--- src/rtl/intc_pkg.sv ---
// intc_pkg: shared FSM states, register map and control bit positions for intc
package intc_pkg;
    typedef enum logic [1:0] {IDLE, ASSERT, SERVICE} state_t;
    localparam logic [15:0] INTC_PENDING    = 16'h0000;
    localparam logic [15:0] INTC_MASK       = 16'h0001;
    localparam logic [15:0] INTC_IN_SERVICE = 16'h0002;
    localparam logic [15:0] INTC_VBASE      = 16'h0003;
    localparam logic [15:0] INTC_CTRL       = 16'h0004;
    localparam logic [15:0] INTC_EOI        = 16'h0005;
    localparam int CTRL_GEN_BIT = 0;
endpackage

--- src/rtl/intc_prio_enc.sv ---
// intc_prio_enc: find-first-set over W request bits, index 0 wins
module intc_prio_enc #(
    parameter int W = 8
) (
    input  logic [W-1:0] req,
    output logic         valid,
    output logic [3:0]   idx
);
    assign valid = |req;
    // scan from the top so the lowest set bit is the last one written
    always_comb begin
        idx = '0;
        for (int i = W - 1; i >= 0; i--) if (req[i]) idx = 4'(i);
    end
endmodule

--- src/rtl/intc.sv ---
// intc: priority interrupt controller; define INTC_NESTING_EN to allow nested service
module intc
    import intc_pkg::*;
#(
    parameter int N_SRC = 8
) (
    input  logic             clk,
    input  logic             rst,
    input  logic [15:0]      din,
    input  logic [15:0]      addr,
    input  logic             we,
    output logic [15:0]      dout,
    input  logic [N_SRC-1:0] irq_src,
    input  logic             int_ack,
    output logic             irq,
    output logic [15:0]      vector
);
    state_t state, state_nx;
    logic [N_SRC-1:0] prev, pending, mask, in_service;
    logic [N_SRC-1:0] id_oh, isr_oh, isr_left;
    logic [15:0] vbase;
    logic gen;
    logic [3:0] id, cand_idx, isr_idx;
    logic pend_valid, cand_valid, isr_valid;
    logic wr_eoi, ack_fire, eoi_fire, withdraw, nest;

    intc_prio_enc #(.W(N_SRC)) u_cand (.req(pending & mask), .valid(pend_valid), .idx(cand_idx));
    intc_prio_enc #(.W(N_SRC)) u_isr  (.req(in_service), .valid(isr_valid), .idx(isr_idx));

    assign cand_valid = pend_valid && gen;
    assign wr_eoi     = we && addr == INTC_EOI;
    assign id_oh      = N_SRC'(1) << id;
    assign isr_oh     = N_SRC'(1) << isr_idx;
    assign isr_left   = in_service & ~isr_oh;
    assign withdraw   = !(|(pending & id_oh)) || !(|(mask & id_oh)) || !gen;
`ifdef INTC_NESTING_EN
    assign nest = cand_valid && isr_valid && cand_idx < isr_idx;
`else
    assign nest = 1'b0;
`endif

    // FSM state register
    always_ff @(posedge clk) begin
        if (!rst) state <= IDLE;
        else state <= state_nx;
    end

    // FSM next state; a withdrawn nested request falls back to the ongoing service
    always_comb begin
        state_nx = state;
        case (state)
            IDLE:    state_nx = cand_valid ? ASSERT : IDLE;
            ASSERT:  state_nx = int_ack ? SERVICE : withdraw ? (|in_service ? SERVICE : IDLE) : ASSERT;
            SERVICE: state_nx = wr_eoi ? (|isr_left ? SERVICE : IDLE) : nest ? ASSERT : SERVICE;
            default: state_nx = IDLE;
        endcase
    end

    // FSM outputs and the events they qualify
    always_comb begin
        irq      = state == ASSERT;
        ack_fire = irq && int_ack;
        eoi_fire = state == SERVICE && wr_eoi && isr_valid;
        vector   = irq ? vbase + 16'(id) : '0;
    end

    // register file, edge capture and granted-id latch; a new edge beats a W1C
    always_ff @(posedge clk) begin
        if (!rst) begin
            prev       <= '0;
            pending    <= '0;
            mask       <= '0;
            in_service <= '0;
            vbase      <= '0;
            gen        <= 1'b0;
            id         <= '0;
        end else begin
            prev       <= irq_src;
            pending    <= (pending & ~(we && addr == INTC_PENDING ? din[N_SRC-1:0] : '0)
                           & ~(ack_fire ? id_oh : '0)) | (irq_src & ~prev);
            mask       <= we && addr == INTC_MASK ? din[N_SRC-1:0] : mask;
            in_service <= (in_service | (ack_fire ? id_oh : '0)) & ~(eoi_fire ? isr_oh : '0);
            vbase      <= we && addr == INTC_VBASE ? din : vbase;
            gen        <= we && addr == INTC_CTRL ? din[CTRL_GEN_BIT] : gen;
            id         <= state != ASSERT && state_nx == ASSERT ? cand_idx : id;
        end
    end

    // register read mux; bits above N_SRC read as zero
    always_comb begin
        dout = addr == INTC_PENDING    ? 16'(pending) :
               addr == INTC_MASK       ? 16'(mask) :
               addr == INTC_IN_SERVICE ? 16'(in_service) :
               addr == INTC_VBASE      ? vbase :
               addr == INTC_CTRL       ? 16'(gen) : '0;
    end
endmodule

--- config.mk ---
export PLATFORM = sky130hd
export DESIGN_NAME = intc
export DESIGN_NICKNAME = d
export VERILOG_FILES = /design/src/rtl/intc_pkg.sv /design/src/rtl/intc_prio_enc.sv /design/src/rtl/intc.sv
export SDC_FILE = /design/constraint.sdc
export NUM_CORES = 1
export LEC_CHECK = 0
export CAP_MARGIN = 30
export CELL_PAD_IN_SITES_DETAIL_PLACEMENT = 0
export CELL_PAD_IN_SITES_GLOBAL_PLACEMENT = 2
export CORE_AREA = 2 2 105 107
export DETAILED_ROUTE_END_ITERATION = 8
export DIE_AREA = 0 0 107 109
export PLACE_DENSITY = 0.93
export SYNTH_ARGS = -nofsm -noshare
export SYNTH_HDL_FRONTEND = slang
export SYNTH_SLANG_ARGS = --single-unit
--- constraint.sdc ---
create_clock -name clk -period 3.5 [get_ports clk]
set_input_delay 0.7 -clock clk [delete_from_list [all_inputs] [get_ports clk]]
set_output_delay 0.7 -clock clk [all_outputs]
set_load 0.02 [all_outputs]
* Word level (Yosys, flattened, before mapping) *
Index checks and enable logic that the tools add are counted.

word-level totals
  register bits after elaboration = 55
  bits of input ports = 44
  output and inout bits = 33
  logic and storage cells = 89

cells by class
  add/subtract/negate cells = 1
  equal/unequal tests = 9
  shift operators = 2
  multiplexer cells = 32
  bitwise logic cells = 15
  reductions and logical operators = 22

operator list
  kind                                                    number
  2-to-1 mux 16 bit                                       5
  AND 8 bit                                               8
  2-to-1 mux 3 bit                                        16
  inverter 8 bit                                          5
  OR reduction 8 bit                                      5
  == test 16 x 2 -> 1 bit (second input constant)         2
  == test 16 x 3 -> 1 bit (second input constant)         2
  2-to-1 mux 8 bit                                        3
  adder 16 x 4 -> 16 bit                                  1
  == test 16 x 1 -> 1 bit (second input constant)         1
  logical NOT 16 bit                                      1
  bitwise OR 8 bit                                        2
  left shift 1 x 4 -> 8 bit (first input constant)        2
  logical AND 1 bit                                       10
  2-to-1 mux 2 bit                                        5
  case mux 2 bit (3 select lines)                         1
  == test 2 x 1 -> 1 bit (second input constant)          2
  logical NOT 1 bit                                       3
  == test 2 bit (second input constant)                   1
  logical NOT 2 bit                                       1
  logical OR 1 bit                                        2
  2-to-1 mux 1 bit                                        2
  inequality test 2 x 1 -> 1 bit (second input constant)  1

* Depth between registers and ports, before layout *
Gate-level depths: netlist (run 1).

  word-level depth = 17
  mapped depth = 8
  depth with buffers taken out = 7

* Modules after synthesis *
From an unflattened synthesis (run 1), not the netlist that was laid out.

unflattened totals
  cells, all modules = 413
  area, all modules = 3478.3 sq um

modules (own cells, without submodules)
  module         instances  cells an instance  area an instance (sq um)
  intc           1          383                3293.2
  intc_prio_enc  2          15                 92.6

* Worst setup path before layout (run 1) *
Ideal clock, no wire load.

  path kind = register to output
  start point = register id[0]
  end point = output vector[10]
  arrival time = 2.044 ns
  setup slack = 0.756 ns
  stages on the path, launching flop included = 8
  path buffers = 1
  cell sequence = dfxtp_1 ha_1 fa_1 a21oi_1 or3_1 clkbuf_2 or3_1 a21oi_1

on the way
  cells in the longest elaborated chain, start to end = 2

ends and longest elaborated chain
  item                      line        RTL
  start: declaration        intc.sv:23  logic [3:0] id, cand_idx, isr_idx;
  start signal: assignment  intc.sv:85  id <= state != ASSERT && state_nx == ASSERT ? cand_idx : id;
  adder 16 x 4 -> 16 bit    intc.sv:64  vector = irq ? vbase + 16'(id) : '0;
  2-to-1 mux 16 bit         intc.sv:64
  end: declaration          intc.sv:16  output logic [15:0] vector

Every way passes these cells.

* Worst setup path after layout (run 1) *
  start point = register vbase[0]
  end point = output vector[6]

on the way
  cells in the longest elaborated chain, start to end = 2

ends and longest elaborated chain
  item                      line        RTL
  start: declaration        intc.sv:21  logic [15:0] vbase;
  start signal: assignment  intc.sv:83  vbase <= we && addr == INTC_VBASE ? din : vbase;
  adder 16 x 4 -> 16 bit    intc.sv:64
  2-to-1 mux 16 bit         intc.sv:64

Every way passes these cells.

==> results.py, run 1 <==
metrics = {
    "pwr": {
        "power.density_mw_per_mm2": 275,
        "power_leakage_nw": 1.61,
        "peakVddDrop_mv": 0.138,
        "power.total_mw": 1.18,
    },
    "routing": {
        "drt_iter0_drc": 277,
        "vias": 3242,
        "wire_per_inst_um": 15.9,
        "drt_pass1_iterations": 5,
        "drc": 0,
        "drt-total-wl_um": 9870,
        "antenna_left": 0,
        "via_per_inst": 5.23,
    },
    "clock_network": {
        "cts_setup_buffers": 0,
        "hold_buffers": 0,
        "cts_sinks": 54,
        "clk_pin_slew_ns": 0.09,
        "cts_made_buffers": 5,
        "clockRootBuffer": "clkbuf_8",
        "cts_buffer_depth": 2,
        "cts_tree": "yes",
        "worstSkewPairLatency_ns": 0.32,
        "htreeDepth": 2,
    },
    "setup_path": {
        "cp.required_ns": 2.80,
        "cp_cell_sequence": "ha_1 -> fa_1 -> a21oi_1 -> nor2_1 -> and3_2 -> xnor2_1 -> nor2_1 -> clkdlybuf4s50_1",
        "worstPathArrival_ns": 2.67,
        "path_class": "flop to output port",
        "crit_fanout": 3,
        "critPathSlowestCell": "clkdlybuf4s50_1",
        "path_common_cell": "nor2_1",
        "cp-start-kind": "flop",
        "crit_path_max_incr_delay_ns": 0.66,
        "end_kind": "output port",
    },
    "timing": {
        "layout_min_cycle_time_ns": 3.37,
        "relSlewSlack_pct": 55.2,
        "fmax_ghz": 0.296,
        "slew_violations": 0,
        "rsz0062_at_grt": "no",
        "hold_ws_ns": 0.416,
        "period_share_pct": 96.4,
        "setup_viol": 0,
        "setup_tns_ns": 0,
        "finalHoldViolations": 0,
        "worstMarginPinSlew_ns": 0.670,
        "finalClockSkew_ns": 0.00618,
        "layout_setup_ws_ns": 0.127,
    },
    "floorplan": {
        "coreArea_mm2": 0.0106,
        "start_util_pct": 30.4,
        "ios": 77,
        "die_w_um": 107,
        "rows": 38,
        "die-area_mm2": 0.0117,
        "die_y_um": 109,
    },
    "synth": {
        "synth_area_mm2": 0.00322,
        "synth-compound-area-share_pct": 20.4,
        "synth_edf_count": 0,
        "synth-seq-cells": 54,
        "synth_adder_area_share_pct": 1.79,
        "yosysTopAreaCell": "dfxtp_1",
        "synth_top_cell_area_share_pct": 33.6,
        "ys_types": 61,
        "synth_top_family_by_area": "simple AND/OR/NAND/NOR gates",
        "yosysSeqAreaShare_pct": 33.6,
        "syn_nets": 457,
        "synth_xor_area_share_pct": 3.26,
        "synth_cells": 409,
        "yosysMostFrequentCell": "nand2_1",
        "yosysWarnings": 0,
        "synth_commonest_cells": "63 x nand2_1, 54 x dfxtp_1, 35 x o21ai_0",
        "yosys.area_share.simple_pct": 28.2,
        "async_flop_share_pct": 0,
        "postSynthAreaPerCell_um2": 7.88,
        "synthMuxAreaShare_pct": 7.18,
        "synthFlopType": "dfxtp_1",
        "synthTopCellsByArea": "dfxtp_1 34%, nand2_1 7.3%, o21ai_0 5.4%",
    },
    "placed_design": {
        "io_buffers": 76,
        "place_congestion": 0.885,
        "dp.cells": 612,
        "placed_area_mm2": 0.00415,
        "hpwl_um": 7620,
        "dpl_worst_slack_ns": -0.0731,
    },
    "cells_and_area": {
        "fill_cells": 1071,
        "final_nets": 527,
        "ff_latch_area_mm2": 0.00108,
        "drive_above_1_share_pct": 7.50,
        "post-route-util_pct": 40.3,
        "final_cell_area_mm2": 0.00428,
        "syn2layout_area_growth_pct": 32.8,
        "n_antenna_cell": 0,
        "finalNonFillerCells": 620,
        "multi_input_area_mm2": 0.00197,
    },
    "global_routing": {
        "grt_pass1_wl_um": 15500,
        "gr-total-overflow": 0,
        "grt_pass1_vias": 2907,
        "antenna_found_initial": 0,
        "grt_max_degree": 41,
        "grt_usage_pct": 16.9,
    },
    "flow_run": {
        "drv_cap": 0,
    },
    "hold_path": {
        "min_path_type": "flop to flop",
    },
    "outcome": {
        "outcome": "completed",
    },
}
cell type report:
| cell class | instances | area share (%) |
|---|---|---|
| flip-flops and latches | 54 | 25.3 |
| well taps | 140 | 4.09 |
| clock inverters | 1 | 0.702 |
| multi-input cells | 310 | 46.1 |
| clock buffers | 7 | 1.78 |
| repair buffers | 89 | 20.4 |
| inverters | 19 | 1.67 |
cell usage in the layout, fill, tap and decap left out, drive strengths merged, types with 7 or more instances in the layout:
cell           count
a21oi             11
mux2i              7
and2              11
nand2             63
inv               19
a21boi            10
nor2b             12
mux4               7
xnor2             10
dfxtp             54
clkdlybuf4s50     64
nand3             24
nor4               9
o21ai             36
buf               14
nor3               7
clkbuf             7
nor2              27
timing repair:
| item | 4_1_cts | 5_1_grt |
|---|---|---|
| resized for setup | 9 | 5 |
| setup endpoints to repair | 11 | 5 |
| pin swaps | 0 | 1 |
worst max-delay path: cells and delay by family, from the launching register on:
family | cells | cell delay (ns)
DFF | 1 | 0.36
and+or+nand+nor | 3 | 0.40
AOI/OAI and AO/OA | 1 | 0.19
buffers and inverters | 1 | 0.66
adders and majority gates | 2 | 0.64
xor gates and xnor gates | 1 | 0.11
where the power goes:
group | internal [mW] | leakage, nW | switching, mW | total (mW)
clock network | 0.214 | 0.0524 | 0.203 | 0.417
logic | 0.0695 | 1.11 | 0.0461 | 0.116
registers | 0.628 | 0.440 | 0.0166 | 0.644
final timing paths:
path | from | to | slack (ns) | depth (start not counted)
worst max-delay path | vbase[0]$_SDFFE_PN0P_ | vector[6] | 0.13 | 8
worst min-delay path | prev[1]$_SDFF_PN0_ | pending[1]$_SDFF_PN0_ | 0.42 | 1
worst max register to register | state[1]$_SDFF_PN0_ | pending[2]$_SDFF_PN0_ | 1.37 | 6
worst min register to register | prev[1]$_SDFF_PN0_ | pending[1]$_SDFF_PN0_ | 0.42 | 1
flip-flops by register name (all words and copies together) (netlist names):
name        cells
vbase          16
in_service      8
mask            8
pending         8
prev            8
id              3
state           2
gen             1
routing by layer:
metal,share of wire (%),global-route usage (%),vias to the layer above,wire [µm]
met3,7.0,3.17,11,687
met4,1.5,5.01,0,145
met1,46,23.5,1504,4590
met5,0,0,-,0
li1,-,-,1604,-
met2,45,26.8,123,4450
cells by family after synthesis:
kind of cell | after synthesis
simple gates | 181
compound gates | 99
flops | 54
buf+inv | 45
mux | 14
xor+xnor | 12
fa+ha+maj | 4
(Power assumes the default switching activity.)
==> inputs of run 2 (changes only) <==
--- a/config.mk
+++ b/config.mk
@@ -11,7 +11,7 @@
 export CORE_AREA = 2 2 105 107
 export DETAILED_ROUTE_END_ITERATION = 8
 export DIE_AREA = 0 0 107 109
-export PLACE_DENSITY = 0.93
+export PLACE_DENSITY = 0.95
 export SYNTH_ARGS = -nofsm -noshare
 export SYNTH_HDL_FRONTEND = slang
 export SYNTH_SLANG_ARGS = --single-unit
==> run 2 against run 1 <==
Effect of this change: highest routed layer unchanged; count of clock-buffer cells in the layout down 2; setup slack better by 0.0052 ns; die area unchanged; routed wire length up 2.0%; global-route usage up 0.53 points; combinational power about the same; sequential power about the same.
==> results.py, run 2 (synthesis gave the netlist of run 1 again) <==
metrics = {
    "global_routing": {
        "gr-total-overflow": 0,
        "grt_pass1_vias": 3048,
        "grt_usage_pct": 17.5,
        "antenna_found_initial": 0,
        "grt_max_degree": 33,
        "grt_pass1_wl_um": 16000,
    },
    "setup_path": {
        "critPathSlowestCell": "clkdlybuf4s50_1",
        "cp.required_ns": 2.80,
        "regToRegSetupSlack_ns": 1.32,
        "end_kind": "output port",
        "timing.rr.end": "pending[2]$_SDFF_PN0_",
        "path_class": "input pin to output port",
        "crit_buf_inv": 2,
        "r2r-start": "state[1]$_SDFF_PN0_",
        "crit_fanout": 3,
        "cp-start-kind": "input pin",
        "reg2reg_depth": 6,
        "cp_top_family": "buffers and inverters",
        "crit_path_max_incr_delay_ns": 0.63,
        "worstPathArrival_ns": 2.67,
        "path_common_cell": "clkdlybuf4s50_1",
        "cp_cell_sequence": "clkdlybuf4s50_1 -> nor4_2 -> and4_1 -> o311ai_0 -> o21ai_0 -> clkdlybuf4s50_1",
    },
    "routing": {
        "via_per_inst": 5.35,
        "drt_iter0_drc": 273,
        "antenna_left": 0,
        "drt-total-wl_um": 10100,
        "vias": 3315,
        "wire_per_inst_um": 16.2,
        "drc": 0,
        "drt_pass1_iterations": 5,
    },
    "timing": {
        "finalClockSkew_ns": 0.0113,
        "setup_viol": 0,
        "finalHoldViolations": 0,
        "layout_min_cycle_time_ns": 3.37,
        "period_share_pct": 96.2,
        "fmax_ghz": 0.297,
        "slew_violations": 0,
        "relSlewSlack_pct": 54.4,
        "worstMarginPinSlew_ns": 0.683,
        "layout_setup_ws_ns": 0.132,
    },
    "pwr": {
        "power.density_mw_per_mm2": 258,
        "power_leakage_nw": 1.65,
        "peakVddDrop_mv": 0.175,
    },
    "placed_design": {
        "io_buffers": 76,
        "dpl_worst_slack_ns": -0.0602,
        "place_congestion": 0.862,
        "placed_area_mm2": 0.00415,
        "hpwl_um": 7720,
    },
    "clock_network": {
        "clk_pin_slew_ns": 0.10,
        "cts_made_buffers": 5,
        "cts_buffer_depth": 2,
        "htreeDepth": 2,
        "cts_sinks": 54,
        "worstSkewPairLatency_ns": 0.31,
        "cts_tree": "yes",
        "clockRootBuffer": "clkbuf_8",
    },
    "cells_and_area": {
        "n_antenna_cell": 0,
        "mostFrequentLayoutCells": "64 x clkdlybuf4s50_1, 63 x nand2_1, 54 x dfxtp_1",
        "syn2layout_area_growth_pct": 32.6,
        "post-route-util_pct": 40.3,
        "largest_register_ffs": 16,
        "final_common_cell": "clkdlybuf4s50_1",
        "final_cell_area_mm2": 0.00427,
        "top_register": "vbase",
        "drive_above_1_share_pct": 7.92,
        "final_nets": 528,
    },
    "hold_path": {
        "min_path_type": "flop to flop",
        "hold_end": "pending[1]$_SDFF_PN0_",
        "hp-start": "prev[1]$_SDFF_PN0_",
        "hold_depth": 1,
    },
    "floorplan": {
        "start_util_pct": 30.4,
        "coreArea_mm2": 0.0106,
        "ios": 77,
        "die_w_um": 107,
        "rows": 38,
        "die-area_mm2": 0.0117,
        "die_y_um": 109,
    },
    "flow_run": {
        "drv_cap": 0,
    },
    "outcome": {
        "outcome": "completed",
    },
}
==> run 2: worst max-delay path by stage <==
| stage | to | startpoint | depth (start not counted) |
|---|---|---|---|
| final | dout[0] | addr[7] | 6 |
| after floorplan | vector[10] | id[0]$_SDFFE_PN0P_ | 7 |
| after global routing | dout[0] | addr[13] | 6 |
| after CTS | dout[13] | addr[13] | 6 |
| after global placement | dout[11] | addr[7] | 6 |
| after detailed placement | dout[13] | addr[7] | 6 |
==> run 2: final cells by class <==
cell class / count / area, µm²
sequential: 54 / 1080
timing repair buffer: 90 / 890
fill: 1106 / 6330
multi-input combinational: 310 / 1970
clock inverter: 2 / 13.8
inverter: 19 / 71.3
clock buffer: 5 / 68.8
tap: 140 / 175
==> run 2: metal layers <==
| metal | track usage (%) | vias to the layer above | share of wire (%) |
|---|---|---|---|
| li1 | - | 1600 | - |
| met1 | 24.2 | 1566 | 47 |
| met2 | 28.1 | 133 | 45 |
| met3 | 2.51 | 16 | 6.4 |
| met4 | 5.57 | 0 | 1.7 |
| met5 | 0 | - | 0 |
==> run 2: power breakdown <==
part           switching, mW  internal [mW]  total, mW  leakage (nW)
combinational         0.0462         0.0702      0.116          1.16
sequential            0.0167          0.628      0.645         0.440
clock                  0.205          0.139      0.344        0.0444
==> run 2: what timing repair did <==
| action | 4_1_cts | 5_1_grt |
|---|---|---|
| cloned | 0 | 0 |
| gates resized for setup | 5 | 9 |
| hold buffers | 0 | 0 |
| setup buffers | 0 | 1 |
| endpoints found under the setup margin | 11 | 8 |
==> run 2: stage by stage <==
stage | cells | setup TNS, ns | power [mW] | hold WS, ns
2_1_floorplan | 409 | 0 | 0.697 | 0.399
3_3_place_gp | 612 | 0 | 0.773 | 0.405
3_5_place_dp | 612 | -0.401 | 0.774 | 0.409
4_1_cts | 619 | 0 | 1.11 | 0.424
5_1_grt | 620 | -0.0291 | 1.15 | 0.438
6_report | 620 | 0 | 1.10 | 0.422
==> inputs of run 3 (changes only) <==
--- a/config.mk
+++ b/config.mk
@@ -11,7 +11,7 @@
 export CORE_AREA = 2 2 105 107
 export DETAILED_ROUTE_END_ITERATION = 8
 export DIE_AREA = 0 0 107 109
-export PLACE_DENSITY = 0.95
+export PLACE_DENSITY_LB_ADDON = 0.1
 export SYNTH_ARGS = -nofsm -noshare
 export SYNTH_HDL_FRONTEND = slang
 export SYNTH_SLANG_ARGS = --single-unit
==> run 3 against run 2 <==
Effect of this change: utilization up 0.25 points; register-to-register slack better by 0.16 ns; global-route usage rose by 1.5 points; power up 2.9%; count of clock-buffer cells in the layout is the same; critical path depth unchanged; setup slack worse by 0.057 ns; fmax shrank 1.7%; die area stayed put; non-clock buffer count is 5 higher; sequential power hardly changed; critical path type unchanged.
==> results.py, run 3 (synthesis gave the netlist of run 1 again) <==
metrics = {
    "clock_network": {
        "worstSkewPairLatency_ns": 0.31,
        "clk_pin_slew_ns": 0.11,
        "cts_buffer_depth": 2,
        "cts_sinks": 54,
        "htreeDepth": 2,
        "cts_made_buffers": 5,
        "clockRootBuffer": "clkbuf_8",
        "cts_tree": "yes",
        "hold_buffers": 0,
    },
    "timing": {
        "finalHoldViolations": 0,
        "period_share_pct": 97.9,
        "worstMarginPinSlew_ns": 0.558,
        "fmax_ghz": 0.292,
        "rsz0062_at_grt": "no",
        "relSlewSlack_pct": 62.8,
        "layout_min_cycle_time_ns": 3.43,
        "slew_violations": 0,
        "finalClockSkew_ns": 0.00790,
        "setup_tns_ns": 0,
        "setup_viol": 0,
    },
    "cells_and_area": {
        "mostFrequentLayoutCells": "69 x clkdlybuf4s50_1, 63 x nand2_1, 54 x dfxtp_1",
        "final_nets": 533,
        "syn2layout_area_growth_pct": 33.4,
        "finalNonFillerCells": 626,
        "final_common_cell": "clkdlybuf4s50_1",
        "drive_above_1_share_pct": 9.26,
        "fill_cells": 1121,
        "largest_register_ffs": 16,
        "n_antenna_cell": 0,
        "top_register": "vbase",
    },
    "floorplan": {
        "start_util_pct": 30.4,
        "coreArea_mm2": 0.0106,
        "ios": 77,
        "die_y_um": 109,
        "rows": 38,
        "die-area_mm2": 0.0117,
        "die_w_um": 107,
    },
    "pwr": {
        "power.density_mw_per_mm2": 264,
        "clkPwrFrac_pct": 32.7,
        "p_comb_share_pct": 10.5,
        "power_leakage_nw": 1.54,
        "p_int_uw": 844,
        "seqPwrFrac_pct": 56.7,
        "peakVddDrop_mv": 0.147,
        "swShare_pct": 25.7,
        "p_sw_uw": 292,
    },
    "routing": {
        "drt-total-wl_um": 10900,
        "drt_pass1_iterations": 4,
        "wire_per_inst_um": 17.4,
        "antenna_left": 0,
        "drt_iter0_drc": 197,
        "vias": 3200,
        "via_per_inst": 5.11,
        "drc": 0,
    },
    "setup_path": {
        "cp.required_ns": 2.80,
        "worstPathArrival_ns": 2.73,
        "path_class": "input pin to output port",
        "end_kind": "output port",
        "crit_fanout": 8,
        "cp-start-kind": "input pin",
    },
    "placed_design": {
        "place_congestion": 0.851,
        "hpwl_um": 8530,
        "io_buffers": 76,
        "dp.cells": 617,
    },
    "hold_path": {
        "min_path_type": "flop to flop",
    },
    "global_routing": {
        "grt_usage_pct": 19.0,
        "gr-total-overflow": 0,
        "antenna_found_initial": 0,
        "grt_pass1_vias": 2994,
        "grt_pass1_wl_um": 16900,
        "grt_max_degree": 33,
    },
    "outcome": {
        "outcome": "completed",
    },
    "flow_run": {
        "drv_cap": 0,
    },
}
## run 3: cell count changes in the layout (fill, tap and decap cells not counted)
cell	before	now
and4_1	2	1
buf_4	13	18
clkinvlp_4	0	1
clkdlybuf4s50_1	64	69
clkinv_4	0	1
dlygate4sd2_1	3	6
clkinv_2	1	0
and4_2	0	1
dlymetal6s2s_1	8	0
## run 3: cell type report
type | instances | area (µm²) | share of cell area (%)
multi-input combinational | 310 | 1970 | 45.9
sequential | 54 | 1080 | 25.1
timing repair buffer | 95 | 903 | 21.0
tap | 140 | 175 | 4.07
inverter | 19 | 71.3 | 1.66
clock buffer | 5 | 68.8 | 1.60
clock inverter | 3 | 25.0 | 0.582
## run 3: critical path: stages
cell	delay, ns
clkdlybuf4s50_1	0.41
nor4_2	0.31
and4_2	0.28
and4b_2	0.29
and2_1	0.14
clkdlybuf4s50_1	0.59
## run 3: per-layer routing
layer  share of wire [%]  global-route usage (%)  vias to the layer above  wire length [µm]
li1                    -                       -                     1609                 -
met1                  49                    28.1                     1486              5370
met2                  44                    29.5                       98              4830
met3                 5.6                    3.05                        7               614
met4                0.75                    3.34                        0                82
met5                   0                       0                        -                 0
## run 3: final timing paths
| kind | start | endpoint | slack [ns] | cells after the start |
|---|---|---|---|---|
| worst max-delay path | addr[13] | dout[15] | 0.07 | 6 |
| worst min-delay path | prev[6]$_SDFF_PN0_ | pending[6]$_SDFF_PN0_ | 0.42 | 1 |
| worst max register to register | state[1]$_SDFF_PN0_ | pending[2]$_SDFF_PN0_ | 1.48 | 6 |
| worst min register to register | prev[6]$_SDFF_PN0_ | pending[6]$_SDFF_PN0_ | 0.42 | 1 |
## run 3: timing repair
| action | 4_1_cts | 5_1_grt |
|---|---|---|
| gates cloned | 0 | 0 |
| gates resized for setup | 9 | 1 |
| endpoints found under the setup margin | 12 | 6 |
| buffers inserted | 1 | 0 |
| pin swaps | 1 | 0 |
## run 3: power groups by stage
stage,Clock [mW],Combinational (mW),Sequential (mW)
after global placement,0,0.118,0.659
after detailed placement,0,0.119,0.658
after floorplan,0,0.0463,0.650
final,0.372,0.119,0.645
after global routing,0.407,0.129,0.646
after CTS,0.387,0.120,0.644
## run 3: per-stage QoR
step                power, mW  setup WS (ns)  cell area [µm²]  hold WS (ns)  util (%)
floorplan               0.697          0.756             3220         0.399         -
global placement        0.776         -0.103             4190         0.405      39.5
detailed placement      0.777         -0.129             4190         0.406      39.5
CTS                      1.15         0.0277             4290         0.422      40.5
global route             1.18         0.0105             4300         0.448      40.5
finish                   1.14         0.0749             4300         0.418      40.5
